### src/rtl/fetch_queue_if.sv
// fetch_queue_if: bundles the fetch-queue bus signals between imem, EX redirect
// and the decode stage.
//   slave  modport: used by fetch_queue (drives PCF, ValidD, InstrD, PCD, Count)
//   master modport: used by the surrounding pipeline/testbench (drives InstrF,
//                   ImemValidF, RedirectE, PCTargetE, ReadyD)
interface fetch_queue_if #(
    parameter int XLEN  = 32,
    parameter int DEPTH = 4
);
    localparam int CW = $clog2(DEPTH + 1);

    logic [XLEN-1:0] PCF;
    logic [31:0]     InstrF;
    logic            ImemValidF;
    logic            RedirectE;
    logic [XLEN-1:0] PCTargetE;
    logic            ValidD;
    logic            ReadyD;
    logic [31:0]     InstrD;
    logic [XLEN-1:0] PCD;
    logic [CW-1:0]   Count;

    modport slave (
        output PCF, ValidD, InstrD, PCD, Count,
        input  InstrF, ImemValidF, RedirectE, PCTargetE, ReadyD
    );

    modport master (
        input  PCF, ValidD, InstrD, PCD, Count,
        output InstrF, ImemValidF, RedirectE, PCTargetE, ReadyD
    );
endinterface

### src/rtl/fetch_queue.sv
// fetch_queue: instruction fetch buffer between imem and decode.
// Owns the fetch PC and prefetches up to DEPTH {PC, instr} pairs so that imem
// wait states and decode stalls are decoupled. A redirect from EX flushes the
// queue and restarts fetch at the target.
// Ports:
//   clk  - clock, rising edge
//   rst  - asynchronous reset, active-high
//   bus  - fetch_queue_if.slave: PCF/InstrF/ImemValidF (imem side),
//          RedirectE/PCTargetE (EX side), ValidD/ReadyD/InstrD/PCD (decode
//          side), Count (occupancy)
// Build option:
//   FETCH_QUEUE_BYPASS_EN - when defined, an empty queue forwards InstrF/PCF
//   straight to decode in the same cycle (0-cycle latency).
module fetch_queue #(
    parameter int              XLEN     = 32,
    parameter int              DEPTH    = 4,
    parameter logic [XLEN-1:0] RESET_PC = '0
) (
    input logic          clk,
    input logic          rst,
    fetch_queue_if.slave bus
);
    localparam int PW = $clog2(DEPTH);
    localparam int CW = $clog2(DEPTH + 1);
    localparam logic [31:0] NOP = 32'h0000_0013;

    // Entry layout: {pc, instr}
    logic [XLEN+31:0] mem [DEPTH];

    logic [XLEN-1:0] pcf;
    logic [PW-1:0]   rd_ptr, wr_ptr;
    logic [CW-1:0]   count;

    logic full, empty;
    logic valid_d, pop, push, pc_adv;
    logic [XLEN-1:0] head_pc;
    logic [31:0]     head_instr;

    assign full  = (count == CW'(DEPTH));
    assign empty = (count == '0);

`ifdef FETCH_QUEUE_BYPASS_EN
    logic byp, byp_take;

    // Empty queue with a live imem word: present it to decode directly.
    assign byp      = empty & bus.ImemValidF & ~bus.RedirectE;
    // Decode takes the bypassed word, so it is never written into the queue.
    assign byp_take = byp & bus.ReadyD;

    assign valid_d    = (~empty | byp) & ~bus.RedirectE;
    assign pop        = ~empty & valid_d & bus.ReadyD;
    assign push       = bus.ImemValidF & ~bus.RedirectE & (~full | pop) & ~byp_take;
    assign pc_adv     = push | byp_take;
    assign head_pc    = byp ? pcf        : mem[rd_ptr][XLEN+31:32];
    assign head_instr = byp ? bus.InstrF : mem[rd_ptr][31:0];
`else
    assign valid_d    = ~empty & ~bus.RedirectE;
    assign pop        = valid_d & bus.ReadyD;
    // A full queue can still accept when the head leaves in the same cycle.
    assign push       = bus.ImemValidF & ~bus.RedirectE & (~full | pop);
    assign pc_adv     = push;
    assign head_pc    = mem[rd_ptr][XLEN+31:32];
    assign head_instr = mem[rd_ptr][31:0];
`endif

    // Storage: data only, no reset needed.
    always_ff @(posedge clk) begin
        if (push)
            mem[wr_ptr] <= {pcf, bus.InstrF};
    end

    always_ff @(posedge clk or posedge rst) begin
        if (rst) begin
            pcf    <= RESET_PC;
            rd_ptr <= '0;
            wr_ptr <= '0;
            count  <= '0;
        end else if (bus.RedirectE) begin
            // Redirect overrides any push/pop this cycle.
            pcf    <= bus.PCTargetE;
            rd_ptr <= '0;
            wr_ptr <= '0;
            count  <= '0;
        end else begin
            if (pc_adv)
                pcf <= pcf + XLEN'(4);
            // DEPTH is a power of two, so pointer wrap is natural overflow.
            if (push)
                wr_ptr <= wr_ptr + PW'(1);
            if (pop)
                rd_ptr <= rd_ptr + PW'(1);
            case ({push, pop})
                2'b10:   count <= count + CW'(1);
                2'b01:   count <= count - CW'(1);
                default: count <= count;
            endcase
        end
    end

    // Outputs are gated so nothing stale (or unwritten) leaks to decode.
    always_comb begin
        bus.ValidD = valid_d;
        bus.InstrD = NOP;
        bus.PCD    = '0;
        if (valid_d) begin
            bus.InstrD = head_instr;
            bus.PCD    = head_pc;
        end
    end

    assign bus.PCF   = pcf;
    assign bus.Count = count;
endmodule
### src/flat_wrapper.sv
// flat-port wrapper written by rule: the top's interface ports become plain ports
module fetch_queue_flat 
#(
    parameter int              XLEN     = 32,
    parameter int              DEPTH    = 4,
    parameter logic [XLEN-1:0] RESET_PC = '0
)
  (clk, rst, bus_PCF, bus_ValidD, bus_InstrD, bus_PCD, bus_Count, bus_InstrF, bus_ImemValidF, bus_RedirectE, bus_PCTargetE, bus_ReadyD);
  fetch_queue_if #(.XLEN(XLEN), .DEPTH(DEPTH)) bus_i ();
  input logic clk;
  input logic rst;
  output wire logic [$bits(bus_i.PCF)-1:0] bus_PCF;
  output wire logic [$bits(bus_i.ValidD)-1:0] bus_ValidD;
  output wire logic [$bits(bus_i.InstrD)-1:0] bus_InstrD;
  output wire logic [$bits(bus_i.PCD)-1:0] bus_PCD;
  output wire logic [$bits(bus_i.Count)-1:0] bus_Count;
  input wire logic [$bits(bus_i.InstrF)-1:0] bus_InstrF;
  input wire logic [$bits(bus_i.ImemValidF)-1:0] bus_ImemValidF;
  input wire logic [$bits(bus_i.RedirectE)-1:0] bus_RedirectE;
  input wire logic [$bits(bus_i.PCTargetE)-1:0] bus_PCTargetE;
  input wire logic [$bits(bus_i.ReadyD)-1:0] bus_ReadyD;
  assign bus_PCF = bus_i.PCF;
  assign bus_ValidD = bus_i.ValidD;
  assign bus_InstrD = bus_i.InstrD;
  assign bus_PCD = bus_i.PCD;
  assign bus_Count = bus_i.Count;
  assign bus_i.InstrF = bus_InstrF;
  assign bus_i.ImemValidF = bus_ImemValidF;
  assign bus_i.RedirectE = bus_RedirectE;
  assign bus_i.PCTargetE = bus_PCTargetE;
  assign bus_i.ReadyD = bus_ReadyD;
  fetch_queue #(.XLEN(XLEN), .DEPTH(DEPTH), .RESET_PC(RESET_PC)) u_core (.clk(clk), .rst(rst), .bus(bus_i));
endmodule
### config.mk
export PLATFORM = sky130hd
export DESIGN_NAME = fetch_queue_flat
export DESIGN_NICKNAME = d
export VERILOG_FILES = /design/src/rtl/fetch_queue_if.sv /design/src/rtl/fetch_queue.sv /design/src/flat_wrapper.sv
export SDC_FILE = /design/constraint.sdc
export NUM_CORES = 1
export LEC_CHECK = 0
export CAP_MARGIN = 20
export CORE_MARGIN = 3
export CORE_UTILIZATION = 28
export CTS_BUF_LIST = sky130_fd_sc_hd__clkbuf_8
export DETAILED_ROUTE_END_ITERATION = 8
export HOLD_SLACK_MARGIN = 0.02
export SLEW_MARGIN = 20
export SYNTH_ARGS = -nofsm -noshare
export SYNTH_HDL_FRONTEND = slang
export SYNTH_SLANG_ARGS = --single-unit
### constraint.sdc
create_clock -name clk -period 6.65 [get_ports clk]
set_input_delay 1.6625 -clock clk [delete_from_list [all_inputs] [get_ports clk]]
set_output_delay 1.6625 -clock clk [all_outputs]
set_load 0.02 [all_outputs]
# After elaboration in Yosys (flattened, before gate mapping)
# Memory sizes are Yosys's and may differ from the RTL's.
# Index checks and enable logic that the tools add are counted.
# classes
add_sub_neg	5
n_eq_ne	3
muxes	12
n_bitwise	8
reduce_logical	4
# ops
op	count
32-bit two-way mux	4
32-bit by 3-bit adder with 32-bit output, second input constant	1
2-bit two-way mux	4
3-bit case mux with 2 select lines	1
2-bit by 1-bit adder with 2-bit output, second input constant	2
1-bit bitwise AND	4
2-bit nonzero test	2
3-bit by 1-bit adder with 3-bit output, second input constant	1
3-bit == test, second input constant	1
3-bit zero test	1
3-bit two-way mux	1
1-bit NOT	3
3-bit nonzero test	1
3-bit by 1-bit subtractor with 3-bit output, second input constant	1
2-bit by 1-bit == test with 1-bit output, second input constant	1
2-bit == test, second input constant	1
1-bit two-way mux	2
1-bit OR	1
# totals
ff_bits	39
mem_bits_rw	256
in_bits	69
output_inout_bits	100
elab_cells	37
memories	1
# mem_list
memory	words	width	rd	rd_clocked_by_memory_dff	write_ports	line_no	text
u_core.mem	4	64	1	0	1	fetch_queue.sv:28	logic [XLEN+31:0] mem [DEPTH];

# Logic depth before layout (Yosys ltp)
# Gate-level depths: netlist (run 1).
# logic_depth
ltp_word	9
mapped_depth	9
depth_no_buf	8

# Worst setup path before layout (run 1)
# OpenSTA, ideal clock, no wires.
# synth_path
kind	input-to-output
from	in bus_RedirectE
to	out bus_PCD[22]
arrival_time_ns	2.760
required_ns	4.987
path_slack_ns	2.228
stages	4
path_buffers	2
cell_sequence	clkbuf_1 nor2_1 clkbuf_1 and2_1
# synth_between
elab_chain_len	3
# synth_lines
item	line_no	text
start: declaration	flat_wrapper.sv:19	input wire logic [$bits(bus_i.RedirectE)-1:0] bus_RedirectE;
1-bit NOT	fetch_queue.sv:57	assign valid_d = ~empty & ~bus.RedirectE;
1-bit bitwise AND	fetch_queue.sv:57	
net bus_ValidD	flat_wrapper.sv:13	output wire logic [$bits(bus_i.ValidD)-1:0] bus_ValidD;
32-bit two-way mux	fetch_queue.sv:105	if (valid_d) begin
end: declaration	flat_wrapper.sv:15	output wire logic [$bits(bus_i.PCD)-1:0] bus_PCD;
# The timed path passes the listed nets, and every way through them passes these cells.

# Worst setup path in the final report (run 1)
# layout_path
from	reg u_core.rd_ptr[0]
to	out bus_PCD[8]
# layout_between
elab_chain_len	2
# layout_lines
item	line_no	text
start: declaration	fetch_queue.sv:31	logic [PW-1:0] rd_ptr, wr_ptr;
start signal: assignment	fetch_queue.sv:91	rd_ptr <= rd_ptr + PW'(1);
memory 4 x 64 bit	-	
32-bit two-way mux	fetch_queue.sv:105	
# No other way between the ends.

==> results of run 1 <==
==> worst max-delay path: stages (launching register included) <==
cell,delay (ps)
dfrtp_4,1080
buf_4,420
mux4_2,560
and2_1,170
clkdlybuf4s50_1,540
==> synth_stat cells <==
cell type	n	share of area (%)
a211oi_1	1	0.063
a21o_1	1	0.063
a21oi_1	2	0.084
a22oi_1	1	0.063
a31oi_1	2	0.11
and2_1	67	3.5
and3_1	4	0.21
and3_2	2	0.13
and3_4	2	0.19
and4_1	4	0.29
buf_1	1	0.032
buf_2	9	0.38
buf_6	2	0.19
clkbuf_1	23	0.73
dfrtp_1	39	8.2
edfxtp_1	256	65
fa_1	1	0.17
ha_1	5	0.53
inv_1	6	0.19
mux2_2	3	0.28
mux2i_1	3	0.25
mux4_2	64	12
nand2_1	40	1.3
nand2b_1	1	0.053
nand3_1	13	0.55
nand3b_1	1	0.063
nand4_1	14	0.74
nand4b_1	1	0.074
nor2_1	10	0.32
nor2b_1	1	0.053
nor3_1	6	0.25
nor4_1	2	0.11
nor4b_1	2	0.15
o21ai_0	30	1.3
o21ai_1	1	0.042
o221a_2	1	0.095
or2_2	1	0.053
or3_1	3	0.16
or4b_4	1	0.12
xnor2_1	7	0.52
xor2_1	24	1.8
==> final cells by class <==
type / instances / area (um2)
clock inverters: 41 / 299
diodes: 1 / 2.50
flip-flops and latches: 295 / 8670
clock buffers: 55 / 757
inverters: 6 / 22.5
fillers: 3892 / 26100
well taps: 532 / 666
repair buffers: 184 / 1800
multi-input cells: 321 / 3070
==> registers in the layout, indices dropped and copies added (netlist names) <==
name,cells
u_core.wr_ptr,2
u_core.bus.PCF,32
u_core.mem,256
u_core.rd_ptr,2
u_core.bus.Count,3
==> layer usage <==
| layer | up-vias | global-route usage, % | wire length (um) |
|---|---|---|---|
| met5 | - | 0 | 0 |
| met4 | 0 | 4.32 | 618 |
| li1 | 2971 | - | - |
| met3 | 48 | 2.77 | 1560 |
| met1 | 3323 | 17.9 | 13000 |
| met2 | 201 | 20.7 | 13500 |
==> power groups by stage <==
| stage | sequential (mW) | clock (mW) | combinational, mW |
|---|---|---|---|
| after global routing | 2.22 | 1.82 | 0.624 |
| final | 2.20 | 1.68 | 0.576 |
| after detailed placement | 2.24 | 0 | 0.589 |
| after floorplan | 2.21 | 0 | 0.320 |
| after global placement | 2.24 | 0 | 0.587 |
| after CTS | 2.21 | 1.74 | 0.591 |
==> cells by family (layout without fill, tap and decap cells) <==
group | after synthesis | after routing | synth area share [%]
mux | 70 | 70 | 12.6
simple gates | 175 | 175 | 8.28
flops | 295 | 295 | 72.8
fa+ha+maj | 6 | 6 | 0.694
buf+inv | 41 | 286 | 1.51
compound gates | 39 | 39 | 1.78
xor+xnor | 31 | 31 | 2.28
other cells | 0 | 1 | 0
==> through the flow <==
step | instances | hold WS, ps | setup slack [ps] | area, um2
after floorplan | 657 | 543 | 2230 | 11900
after global placement | 1338 | 559 | 1780 | 14200
after detailed placement | 1338 | 575 | 1750 | 14200
after CTS | 1434 | 583 | 1380 | 15300
after global routing | 1434 | 630 | 1280 | 15300
final | 1435 | 580 | 1560 | 15300
==> path summary, 6_finish.rpt <==
kind | slack [ps] | to | from
max | 1560 | bus_PCD[8] | u_core.rd_ptr[0]
min | 580 | u_core.wr_ptr[1] | u_core.wr_ptr[1]
max reg2reg | 3840 | u_core.mem[1][10] | u_core.bus.Count[2]
min reg2reg | 580 | u_core.wr_ptr[1] | u_core.wr_ptr[1]
max in group asynchronous | 4390 | u_core.rd_ptr[1] | rst
min in group asynchronous | 1580 | u_core.bus.PCF[17] | rst
==> out/qor.csv, run 1 <==
stage;metric;value;unit
synthesis;syn-mean-instance-area;18.1;um2
final_layout;fin_util;36.9;%
die;die_x;212;um
detailed_routing;routed_wl;28700;um
power_and_ir_drop;intPower;3.33;mW
placed_design;portBuffers;168;
clock_network;hold_buffers;0;
die;die_area;0.0450;mm2
clock_network;clk_pin_slew;70;ps
power_and_ir_drop;p_sw;1.12;mW
status;status;completed;
power_and_ir_drop;pwr-share-clk;37.7;%
placed_design;gp_congestion;0.711;
clock_network;cts_tree;yes;
power_and_ir_drop;p_leak;5.06;nW
clock_network;clock-sinks;295;
grt;grt_usage;13.0;%
final_layout;most-common-layout-cells;edfxtp_1 (256), clkdlybuf4s50_1 (167), mux4_2 (64);
clock_network;post_cts_buffers;0;
detailed_routing;drt_iter0_drc;309;
synthesis;syn_area;0.0119;mm2
power_and_ir_drop;finalPower;4.46;mW
die;start_util;28.8;%
critical_path;worst_ep_required_time;4990;ps
final_layout;drive_above_1_share;19.3;%
clock_network;clock_path_buffers;3;
sta;period_share;76.6;%
clock_network;cts_buffers;51;
sta;fin_setup_tns;0;ps
power_and_ir_drop;ir_drop;0.000148;V
synthesis;synth_cells;657;
die;row_count;74;
power_and_ir_drop;seqPwrFrac;49.4;%
synthesis;syn_nets;732;
clock_network;ctsHtreeMaxLevel;2;
synthesis;ys_ff_latch;295;
clock_network;root_buffer;clkbuf_8;
synthesis;ys_warn_count;0;
detailed_routing;postRouteAntennaNets;0;
sta;hold_viol_final;0;
sta;tightest_slew;996;ps
sta;rsz0062_at_grt;false;
detailed_routing;via_count;6543;
grt;antenna_found_initial;2;
detailed_routing;drtPass1Iterations;4;
sta;drv_slew;0;
placed_design;hpwl;17700;um
die;io_pins;169;
critical_path;criticalPathCategory;reg2out;
power_and_ir_drop;p_sw_share;25.2;%
detailed_routing;routed_via_density;4.56;
grt;grt_max_degree;76;
sta;period_needed;5090;ps
critical_path;worstSetupEndpointType;primary output;
detailed_routing;wl_per_cell;20.0;um
die;die_h;212;um
final_layout;nets;934;
min_path;worstHoldPathType;reg2reg;
final_layout;final_common_cell;edfxtp_1;
synthesis;ys_seq_area_share;72.8;%
power_and_ir_drop;power.density;292;mW/mm2
detailed_routing;drc;0;
sta;max_freq;196;MHz
power_and_ir_drop;comb_power_share;12.9;%
synthesis;synth.distinct_cells;41;
clock_network;cts_resized;0;
grt;grt_pass1_wl;43800;um
critical_path;r2r_cells;4;
grt;grt_remaining_overflow;0;
clock_network;clkLatencyLatePin;600;ps
critical_path;cp_max_fo;46;
sta;setup_violations;0;
min_path;hold_depth;2;
critical_path;cp-start-kind;register;
grt;grt_pass1_vias;7177;
final_layout;syn_to_final_growth;28.5;%
die;core_area;0.0414;mm2
critical_path;cp.arrival;3430;ps
run;drv_cap;0;
sta;max_slew_margin;33.6;%
sta;fin_skew;39.3;ps
Power figures use the tool's default switching activity.
==> run 2, diff against run 1 <==
==> constraint.sdc (replaced) <==
create_clock -name clk -period 4.6 [get_ports clk]
set_input_delay 1.15 -clock clk [delete_from_list [all_inputs] [get_ports clk]]
set_output_delay 1.15 -clock clk [all_outputs]
set_load 0.02 [all_outputs]
==> out/qor.csv, run 2 (synthesis results as in run 1) <==
stage;metric;value;unit
detailed_routing;routed_wl;29300;um
detailed_routing;routed_via_density;4.58;
critical_path;cp-start-kind;register;
final_layout;seq_area;0.00867;mm2
final_layout;nets;940;
sta;setup_violations;0;
grt;grt_max_degree;73;
detailed_routing;drc;0;
detailed_routing;drtPass1Iterations;4;
critical_path;cp_max_fo;37;
detailed_routing;postRouteAntennaNets;0;
critical_path;timing.rr.end;u_core.mem[3][20];
min_path;whs_endpoint;u_core.wr_ptr[1];
final_layout;syn_to_final_growth;28.9;%
clock_network;cts_buffers;51;
sta;setup_ws;454;ps
placed_design;portBuffers;168;
die;die_x;212;um
sta;drv_slew;0;
final_layout;top_register;u_core.mem;
grt;grt-busiest-layer;met2;
sta;tightest_slew;740;ps
sta;period_needed;4150;ps
grt;grt_remaining_overflow;0;
die;io_pins;169;
sta;period_share;90.1;%
final_layout;drive_above_1_share;18.7;%
detailed_routing;wl_per_cell;20.3;um
placed_design;hpwl;18900;um
power_and_ir_drop;p_leak;5.09;nW
sta;hold_ws;572;ps
clock_network;clock_path_buffers;3;
clock_network;root_buffer;clkbuf_8;
final_layout;most-common-layout-cells;edfxtp_1 (256), clkdlybuf4s50_1 (166), mux4_2 (64);
placed_design;post-place-ws;818;ps
clock_network;post_cts_buffers;0;
clock_network;clk_pin_slew;60;ps
sta;max_freq;241;MHz
critical_path;cp.arrival;3000;ps
status;status;completed;
final_layout;largest_reg_flops;256;
detailed_routing;drt_iter0_drc;403;
grt;grt_use_met2;19.4;%
die;row_count;74;
grt;antenna_found_initial;1;
critical_path;worstSetupEndpointType;primary output;
die;die_area;0.0450;mm2
sta;fin_skew;19.3;ps
min_path;min_from;u_core.wr_ptr[1];
grt;grt_pass1_wl;43800;um
grt;grt_pass1_vias;6957;
sta;hold_viol_final;0;
sta;fin_setup_tns;0;ps
clock_network;clock-sinks;295;
critical_path;r2r_start;u_core.bus.Count[1];
critical_path;worst_ep_required_time;3450;ps
sta;rsz0062_at_grt;false;
critical_path;r2r_cells;4;
power_and_ir_drop;power.density;405;mW/mm2
power_and_ir_drop;ir_drop;0.000208;V
final_layout;multiInputGateArea;0.00308;mm2
grt;use_met3;3.44;%
run;drv_cap;0;
min_path;hold_depth;2;
critical_path;r2r_slack;2160;ps
critical_path;criticalPathCategory;reg2out;
clock_network;cts_tree;yes;
die;start_util;28.8;%
final_layout;fillers;3856;
clock_network;ctsHtreeMaxLevel;2;
clock_network;clkLatencyLatePin;580;ps
detailed_routing;via_count;6594;
placed_design;gp_congestion;0.750;
final_layout;final_common_cell;edfxtp_1;
grt;grt_use_met1;19.0;%
die;core_area;0.0414;mm2
grt;grt_usage;13.0;%
clock_network;cts_resized;0;
die;die_h;212;um
min_path;worstHoldPathType;reg2reg;
clock_network;hold_buffers;0;
sta;max_slew_margin;50.6;%
run 2: cell type report:
cell class                      count  share of cell area (%)
Clock inverter                     41                    1.34
Sequential cell                   295                    56.5
Timing Repair Buffer              190                    12.8
Clock buffer                       53                    4.76
Multi-Input combinational cell    321                    20.1
Antenna cell                        1                  0.0163
Tap cell                          532                    4.34
Inverter                            6                   0.147
run 2: through the flow:
| stage | utilization, % | power [mW] | instances | cell area [um2] |
|---|---|---|---|---|
| CTS | 37.0 | 6.33 | 1437 | 15300 |
| finish | 37.1 | 6.21 | 1439 | 15300 |
| global route | 37.0 | 6.52 | 1438 | 15300 |
| floorplan | - | 3.66 | 657 | 11900 |
| global placement | 34.7 | 4.11 | 1343 | 14400 |
| detailed placement | 34.7 | 4.12 | 1343 | 14400 |
run 2: power by group:
| group | switching (mW) | leakage, nW | internal, mW | total (mW) |
|---|---|---|---|---|
| clock network | 1.04 | 0.545 | 1.13 | 2.17 |
| registers | 0.121 | 2.81 | 3.04 | 3.16 |
| logic | 0.434 | 1.74 | 0.448 | 0.882 |
run 2: how the worst max path moves through the flow:
| stage | from | end | cells past startpoint |
|---|---|---|---|
| final | u_core.rd_ptr[0] | bus_PCD[30] | 4 |
| after global routing | u_core.rd_ptr[0] | bus_PCD[28] | 4 |
| after floorplan | bus_ReadyD | u_core.mem[0][0] | 4 |
| after detailed placement | bus_RedirectE | bus_PCD[18] | 5 |
| after global placement | bus_ReadyD | u_core.mem[1][0] | 5 |
| after CTS | u_core.rd_ptr[0] | bus_PCD[28] | 4 |
run 2: per-layer routing:
layer	up-vias	routed length, um	share of wire, %
met3	54	2120	7.2
li1	2998	-	-
met4	2	478	1.6
met2	234	13000	44
met1	3306	13700	47
met5	-	8	0.027
run 2: worst max-delay path: stages (launching register included):
cell	delay, ps
dfrtp_4	680
buf_12	350
mux4_2	600
and2_1	190
clkdlybuf4s50_1	540
==> run 3, diff against run 2 <==
--- a/config.mk
+++ b/config.mk
@@ -5,6 +5,7 @@
 export SDC_FILE = /design/constraint.sdc
 export NUM_CORES = 1
 export LEC_CHECK = 0
+export ABC_CLOCK_PERIOD_IN_PS = 4600
 export CAP_MARGIN = 20
 export CORE_MARGIN = 3
 export CORE_UTILIZATION = 28
==> results of run 3 <==
The final DEF is identical to that of run 2; final timing and power are the same.
